<file path="config.mk">
export PLATFORM = sky130hd
export DESIGN_NAME = mode_sched_flat
export DESIGN_NICKNAME = d
export VERILOG_FILES = /design/src/rtl/mode_sched_if.sv /design/src/rtl/mode_sched.sv /design/src/flat_wrapper.sv
export SDC_FILE = /design/constraint.sdc
export NUM_CORES = 1
export LEC_CHECK = 0
export CAP_MARGIN = 20
export CORE_MARGIN = 1
export CORE_UTILIZATION = 57
export DETAILED_ROUTE_END_ITERATION = 10
export GPL_TIMING_DRIVEN = 0
export PLACE_DENSITY_LB_ADDON = 0.1
export SLEW_MARGIN = 20
export SYNTH_ARGS = -nofsm -noshare
export SYNTH_HDL_FRONTEND = slang
export SYNTH_SLANG_ARGS = --single-unit
</file>
<file path="constraint.sdc">
create_clock -name clk_i -period 2.6 [get_ports clk_i]
set_input_delay 0.52 -clock clk_i [delete_from_list [all_inputs] [get_ports clk_i]]
set_output_delay 0.52 -clock clk_i [all_outputs]
set_load 0.005 [all_outputs]
</file>
<file path="src/rtl/mode_sched_if.sv">
// Frame-sync, block-classification and mode-output bundle for mode_sched.
// N must match HBLKS*VBLKS of the attached scheduler so that lcnt_o has the right width.
interface mode_sched_if #(
  parameter int N = 100
) ();
  localparam int CW = $clog2(N + 1);

  logic          vs_i;
  logic          blk_valid_i;
  logic          blk_i;
  logic [1:0]    mode_i;
  logic          dl_o;
  logic          ld_o;
  logic [1:0]    state_o;
  logic [CW-1:0] lcnt_o;

  modport master (
    output vs_i, blk_valid_i, blk_i, mode_i,
    input  dl_o, ld_o, state_o, lcnt_o
  );

  modport slave (
    input  vs_i, blk_valid_i, blk_i, mode_i,
    output dl_o, ld_o, state_o, lcnt_o
  );
endinterface

</file>
<file path="src/rtl/mode_sched.sv">
// Per-frame light/dark vote with hysteresis, streak filtering and hold-off,
// producing the smoother's invert targets; forced modes override at frame boundaries.
module mode_sched #(
  parameter int HBLKS  = 10,
  parameter int VBLKS  = 10,
  parameter int TH_HI  = 60,
  parameter int TH_LO  = 40,
  parameter int STABLE = 3,
  parameter int HOLD   = 120
) (
  input  logic         clk_i,
  input  logic         rst_ni,
  mode_sched_if.slave  bus
);
  localparam int N  = HBLKS * VBLKS;
  localparam int CW = $clog2(N + 1);
  localparam int SW = $clog2(STABLE + 1);
  localparam int HW = $clog2(HOLD + 2);

  typedef enum logic [1:0] {PASS = 2'b00, DARK = 2'b01, LIGHT = 2'b10} st_t;

  st_t           state, state_nxt, cand, cand_nxt;
  logic [SW-1:0] streak, streak_nxt;
  logic [HW-1:0] hold, hold_nxt;
  logic [CW-1:0] tot, tot_nxt, lcnt, lcnt_nxt, lcnt_last, lcnt_last_nxt;
  logic          vs_q, dl, ld, dl_nxt, ld_nxt;
  logic          frame_edge, frame_ok, strobe, light;
  st_t           vote, forced;

  function automatic logic [CW-1:0] sat_cnt(input logic [CW-1:0] v);
    return (v >= CW'(N)) ? v : v + 1'b1;
  endfunction

  function automatic logic [SW-1:0] sat_streak(input logic [SW-1:0] v);
    return (v >= SW'(STABLE)) ? v : v + 1'b1;
  endfunction

  // Counts strictly inside (TH_LO, TH_HI) keep the current state.
  function automatic st_t vote_of(input logic [CW-1:0] l, input st_t cur);
    if (l >= CW'(TH_HI)) return LIGHT;
    if (l <= CW'(TH_LO)) return DARK;
    return cur;
  endfunction

  function automatic st_t mode_state(input logic [1:0] m);
    case (m)
      2'b01:   return DARK;
      2'b10:   return LIGHT;
      default: return PASS;
    endcase
  endfunction

  assign frame_edge = bus.vs_i & ~vs_q;
  assign frame_ok   = (tot == CW'(N));
  assign strobe     = bus.blk_valid_i;
  assign light      = bus.blk_valid_i & bus.blk_i;
  assign vote       = vote_of(lcnt, state);
  assign forced     = mode_state(bus.mode_i);

  always_ff @(posedge clk_i) begin
    if (!rst_ni) begin
      vs_q      <= 1'b1;
      state     <= PASS;
      cand      <= PASS;
      streak    <= '0;
      hold      <= '0;
      tot       <= '0;
      lcnt      <= '0;
      lcnt_last <= '0;
      dl        <= 1'b0;
      ld        <= 1'b1;
    end else begin
      vs_q      <= bus.vs_i;
      state     <= state_nxt;
      cand      <= cand_nxt;
      streak    <= streak_nxt;
      hold      <= hold_nxt;
      tot       <= tot_nxt;
      lcnt      <= lcnt_nxt;
      lcnt_last <= lcnt_last_nxt;
      dl        <= dl_nxt;
      ld        <= ld_nxt;
    end
  end

  always_comb begin
    state_nxt     = state;
    cand_nxt      = cand;
    streak_nxt    = streak;
    hold_nxt      = hold;
    tot_nxt       = tot;
    lcnt_nxt      = lcnt;
    lcnt_last_nxt = lcnt_last;
    if (frame_edge) begin
      // A strobe coincident with the boundary belongs to the new frame.
      tot_nxt  = CW'(strobe);
      lcnt_nxt = CW'(light);
      hold_nxt = (hold == '0) ? hold : hold - 1'b1;
      if (frame_ok) lcnt_last_nxt = lcnt;
      if (bus.mode_i != 2'b00) begin
        state_nxt  = forced;
        streak_nxt = '0;
        if (forced != state) hold_nxt = HW'(HOLD);
      end else if (frame_ok) begin
        if (vote == state) begin
          streak_nxt = '0;
        end else if (vote == cand) begin
          streak_nxt = sat_streak(streak);
        end else begin
          cand_nxt   = vote;
          streak_nxt = SW'(1);
        end
        // A blocked commit keeps the streak saturated until hold runs out.
        if (streak_nxt >= SW'(STABLE) && hold == '0) begin
          state_nxt  = cand_nxt;
          streak_nxt = '0;
          hold_nxt   = HW'(HOLD);
        end
      end
    end else begin
      if (strobe) tot_nxt  = sat_cnt(tot);
      if (light)  lcnt_nxt = sat_cnt(lcnt);
    end
  end

  always_comb begin
    dl_nxt = 1'b0;
    ld_nxt = 1'b1;
    case (state_nxt)
      DARK:    ld_nxt = 1'b0;
      LIGHT:   dl_nxt = 1'b1;
      default: ;
    endcase
  end

  assign bus.state_o = state;
  assign bus.dl_o    = dl;
  assign bus.ld_o    = ld;
  assign bus.lcnt_o  = lcnt_last;
endmodule

</file>
<file path="src/flat_wrapper.sv">
// flat-port wrapper written by rule: the top's interface ports become plain ports
module mode_sched_flat 
#(
  parameter int HBLKS  = 10,
  parameter int VBLKS  = 10,
  parameter int TH_HI  = 60,
  parameter int TH_LO  = 40,
  parameter int STABLE = 3,
  parameter int HOLD   = 120
)
  (clk_i, rst_ni, bus_vs_i, bus_blk_valid_i, bus_blk_i, bus_mode_i, bus_dl_o, bus_ld_o, bus_state_o, bus_lcnt_o);
  mode_sched_if #(.N(100)) bus_i ();
  input  logic clk_i;
  input  logic rst_ni;
  input wire logic [$bits(bus_i.vs_i)-1:0] bus_vs_i;
  input wire logic [$bits(bus_i.blk_valid_i)-1:0] bus_blk_valid_i;
  input wire logic [$bits(bus_i.blk_i)-1:0] bus_blk_i;
  input wire logic [$bits(bus_i.mode_i)-1:0] bus_mode_i;
  output wire logic [$bits(bus_i.dl_o)-1:0] bus_dl_o;
  output wire logic [$bits(bus_i.ld_o)-1:0] bus_ld_o;
  output wire logic [$bits(bus_i.state_o)-1:0] bus_state_o;
  output wire logic [$bits(bus_i.lcnt_o)-1:0] bus_lcnt_o;
  assign bus_i.vs_i = bus_vs_i;
  assign bus_i.blk_valid_i = bus_blk_valid_i;
  assign bus_i.blk_i = bus_blk_i;
  assign bus_i.mode_i = bus_mode_i;
  assign bus_dl_o = bus_i.dl_o;
  assign bus_ld_o = bus_i.ld_o;
  assign bus_state_o = bus_i.state_o;
  assign bus_lcnt_o = bus_i.lcnt_o;
  mode_sched #(.HBLKS(HBLKS), .VBLKS(VBLKS), .TH_HI(TH_HI), .TH_LO(TH_LO), .STABLE(STABLE), .HOLD(HOLD)) u_core (.clk_i(clk_i), .rst_ni(rst_ni), .bus(bus_i));
endmodule
</file>
Yosys cells after proc, flatten, opt, wreduce, memory -nomap -nowiden
Cells that the tools add are included.

Magnitude comparators: 6. Equality and inequality tests: 10. Add/sub/neg operators: 4. Mux-type cells: 36. Reductions and logical operators: 14. Bitwise gates (word level): 7.

Operators with widths (number): 2-to-1 mux 2 bit (19); 2-to-1 mux 7 bit (5); adder 7 x 1 -> 7 bit, second input constant (2); >= comparator 7 bit, second input constant (2); AND reduction 2 bit (6); 2-to-1 mux 1 bit (11); nonzero test 2 bit (4); == test 7 bit, second input constant (1); >= comparator 7 x 6 -> 1 bit, second input constant (1); <= comparator 7 x 6 -> 1 bit, second input constant (1); zero test 7 bit (1); subtractor 7 x 1 -> 7 bit, second input constant (1); NOT 1 bit (5); == test 2 x 1 -> 1 bit, second input constant (2); == test 2 bit (2); == test 2 bit, second input constant (2); >= comparator 2 bit, second input constant (2); inequality test 2 x 1 -> 1 bit, second input constant (2); one-hot mux 2 bit (2 select lines) (1); AND reduction 3 bit (1); adder 2 x 1 -> 2 bit, second input constant (1); bitwise AND 1 bit (2); inequality test 2 bit (1); OR reduction 2 bit (1); logical AND 1 bit (1).

Input bits: 7. Output and inout bits: 11. Flip-flop bits (word level): 37.

Longest topological paths before layout
Gate-level depths: netlist (run 1).

Depth after elaboration: 19. Mapped depth: 9. Depth with buffers taken out: 8.

Worst setup path after synthesis (run 1)
Ideal clock, no wire load.

Path kind: input to register. Start: input bus_vs_i. End: register u_core.dl, in the netlist u_core.bus.dl_o. Path slack: 580 ps. Setup time: 79 ps. Stages: 5. Arrival time: 1941 ps. Cells stage by stage: or2b_2 nor4_1 nor4b_4 mux2_4 a211oi_2.

Longest elaborated chain between the ends: 4.

Ends and longest elaborated chain: from (decl) (RTL line flat_wrapper.sv:15) `input wire logic [$bits(bus_i.vs_i)-1:0] bus_vs_i;`; bitwise AND 1 bit (RTL line mode_sched.sv:53) `assign frame_edge = bus.vs_i & ~vs_q;`; 2-to-1 mux 2 bit (RTL line mode_sched.sv:94) `if (frame_edge) begin`; == test 2 bit (RTL line mode_sched.sv:129) `case (state_nxt)`; 2-to-1 mux 1 bit (RTL line mode_sched.sv:129); to (signal assigned) (RTL line mode_sched.sv:81) `dl <= dl_nxt;`; to (decl) (RTL line mode_sched.sv:26) `logic vs_q, dl, ld, dl_nxt, ld_nxt;`.

Every way passes these cells. A chain may end at the register's enable or synchronous reset.

Final worst setup path (run 1)
Start: input bus_vs_i. End: register u_core.ld, in the netlist u_core.bus.ld_o.

Longest elaborated chain between the ends: 4.

Ends and longest elaborated chain: bitwise AND 1 bit (RTL line mode_sched.sv:53); 2-to-1 mux 2 bit (RTL line mode_sched.sv:94); == test 2 x 1 -> 1 bit (RTL line mode_sched.sv:129); 2-to-1 mux 1 bit (RTL line mode_sched.sv:129); to (signal assigned) (RTL line mode_sched.sv:82) `ld <= ld_nxt;`; to (decl) (RTL line mode_sched.sv:26).

Every way passes these cells.

==> results.txt, run 1 <==
Yosys top cell by area -> dfxtp_1
CP max-delay cell -> clkdlybuf4s50_1
global-route wire length before repair -> 6458 um
CTS Buf Count -> 5
Clock Path Buffers -> 2
post-layout util -> 0.6955
EDFF count, synth -> 0
Setup crit end kind -> flip-flop
FF-to-FF Start -> u_core.lcnt[2]
slew margin rel. -> 0.6621
CP required -> 2800 ps
Crit. Startpoint -> bus_vs_i
Synth area leaders -> dfxtp_1 37%, nor2_1 6.0%, mux2i_1 4.5%, nand2_1 4.3%, ha_1 3.8%
crit share post-route -> 0.9330
fin area -> 2321 um^2
status -> complete, no violations
Setup Buffers After CTS -> 0
CP Buf/Inv Count -> 1
Vias/cell -> 5.583
yosys warns -> 0
via count -> 1725
largest net degree at the start of global routing -> 13
Async SR Flop Fraction -> 0
hpwl dp -> 2867 um
Root Driver -> clkbuf_4
WL per Instance -> 13.11 um
synthesized area -> 2001 um^2
hold path startpoint -> rst_ni
# hold bufs at CTS -> 0
Core ar. -> 3337 um^2
max incr delay on CP -> 480 ps
synthesis-to-layout area growth -> 16.01%
final WL -> 4050 um
unique cell type count in the Yosys netlist -> 53
ant diodes -> 0
Initial Utilization -> 0.5996
slew at the pin with the worst max-slew slack -> 505.8 ps
Final Max Tran Viols -> 0
crit path cell chain -> clkdlybuf4s50_1 -> or2b_2 -> nor4_1 -> nor4b_4 -> mux2i_1 -> o2111ai_1
IO Pins -> 18
RSZ-0062 raised after global routing -> false
met3 WL -> 144 um
worst min-delay path class -> in2reg
Fillers -> 297
Critical Path AT -> 2620 ps
family with the most delay on the worst path -> simple AND/OR/NAND/NOR gates
initial antenna violation count -> 0
Leakage -> 0.8376 nW
final setup violation count -> 0
gr usage total -> 0.2353
Post-layout nets -> 275
post-synth top area share -> 0.3702
Routability Congestion -> 0.8627
Fin. Hold Viols -> 0
main flop type after synthesis -> dfxtp_1
worst-skew pair later-pin latency -> 340 ps
area occupied by registers -> 740.7 um^2
placed instance area -> 2218 um^2
Final ANT Viol Nets -> 0
CTS clk-pin slew, worst paths -> 110 ps
Die Span Y -> 61.25 um
met2 WL -> 1883 um
Final min period -> 2426 ps
die area -> 3751 um^2
commonest cells after routing, fill and taps aside -> 37 x dfxtp_1, 32 x nor2_1, 23 x nand2_1
H-tree levels -> 2
vias in the first global route -> 1448
max-cap viol count -> 0
combined area of the multi-input logic cells -> 1159 um^2
Initial DRC Count -> 143
Seq/Total Area, Yosys -> 0.3702
Die X -> 61.25 um
top sig layer -> met4
DRT Pass-1 Iters -> 4
CTS sink cnt -> 37
share of cells above drive strength 1 -> 0.1065
Max Fanout on Critical Path -> 6
CTS tree -> done
Syn Inst Count -> 239
maximum VDD drop -> 0.3756 mV
GR Overflow Total -> 0
syn nets -> 252
clk_skew -> 5.990 ps
CTS resizes -> 0
IO Port Bufs -> 16
Avg Cell Area, Syn -> 8.371 um^2
fmax -> 0.4123 GHz
DRC Markers -> 0
commonest non-fill, non-tap cell in the layout -> dfxtp_1
startpoint types -> primary input
synthesized flop and latch total -> 37
# rows -> 21
WL met1 -> 1977 um
PD cells -> 519.5 nW/um^2
Setup Crit Path Kind -> in2reg
-- sequential cells by signal (all words and copies together) (netlist names), 2 cells and up --
| name | flops |
|---|---|
| u_core.bus.state_o | 2 |
| u_core.lcnt | 7 |
| u_core.streak | 2 |
| u_core.hold | 7 |
| u_core.cand | 2 |
| u_core.bus.lcnt_o | 7 |
| u_core.tot | 7 |
-- worst reg2reg max path, cell delays in order (launching register included) --
cell and delay [ps]:
dfxtp_1 410, nor4_2 370, o21ai_0 150, o21ai_1 160, a22oi_2 150, nor4b_4 420, mux2i_1 350, o2111ai_1 150
-- per-layer routing --
layer	track usage	vias up
li1	-	890
met1	0.3113	801
met2	0.3742	30
met3	0.05042	4
met4	0.09416	0
met5	0	-
-- kinds of logic after synthesis --
logic type               count (synthesis)  synth area share
AND/OR/NAND/NOR                        105            0.2708
AO/OA/AOI/OAI                           54            0.1832
flip-flops                              37            0.3702
buffers and inverters                   19           0.05065
multiplexers                            10           0.05253
XOR/XNOR                                 8           0.03502
adder cells (fa/ha/maj)                  6           0.03752
-- cell type report --
cell class / instances / share of cell area
Timing Repair Buffer: 16 / 0.06900
Multi-Input combinational cell: 183 / 0.4992
Tap cell: 46 / 0.02480
Clock inverter: 3 / 0.02803
Inverter: 10 / 0.01617
Clock buffer: 5 / 0.01617
Sequential cell: 37 / 0.3191
Buffer: 9 / 0.02749
-- stage by stage --
stage | total power (W) | setup TNS [ps] | setup slack [ps] | std cells | hold slack [ps]
2_1_floorplan | 0.0006834 | 0 | 580.0 | 239 | 438.9
3_3_place_gp | 0.0007209 | -461.7 | -150.7 | 301 | 450.5
3_5_place_dp | 0.0007222 | -541.1 | -160.7 | 301 | 456.7
4_1_cts | 0.001213 | 0 | 193.3 | 309 | 420.9
5_1_grt | 0.001249 | 0 | 36.23 | 309 | 442.9
6_report | 0.001206 | 0 | 174.3 | 309 | 426.4
-- synthesized netlist by cell type, drive strengths merged, types with 2 or more instances --
cell     n
nand2b   3
buf      5
a31oi    5
dfxtp   37
nor4     4
clkbuf   4
nand3    9
nand4    4
a21boi   4
and3     4
mux2i    9
xnor2    4
and4     2
nand2   23
nor2    32
o211ai   2
nor2b   11
a21oi   11
nor3     5
ha       6
o21ai   16
or2b     2
xor2     4
and2     3
inv     10
a211oi   2
-- power breakdown --
part | switching, W | internal (W)
Clock | 0.000197 | 0.000298
Combinational | 0.0000703 | 0.0000516
Sequential | 0.0000117 | 0.000578
-- path summary, 6_finish.rpt --
kind / slack [ps] / to / cells after the start
worst max-delay path: 170 / u_core.bus.ld_o / 6
worst min-delay path: 430 / u_core.vs_q / 2
worst max register to register: 310 / u_core.bus.ld_o / 7
worst min register to register: 470 / u_core.streak[0] / 2
Power figures use the tool's default switching activity.
==> run 2, diff against run 1 <==
- clock period: 2.6 -> 2.7 ns (I/O delays scaled with it)
==> results of run 2 <==
The final DEF is identical to that of run 1. Status: complete, no violations.
Among the figures that moved: setup slack after placement -160.7 ps -> -80.70 ps; setup slack after layout 174.3 ps -> 254.3 ps; hold slack 426.4 ps -> 446.4 ps; register-to-register setup slack 310 ps -> 410 ps; total power 0.001206 W -> 0.001161 W; worst IR drop on VDD 0.3756 mV -> 0.3617 mV
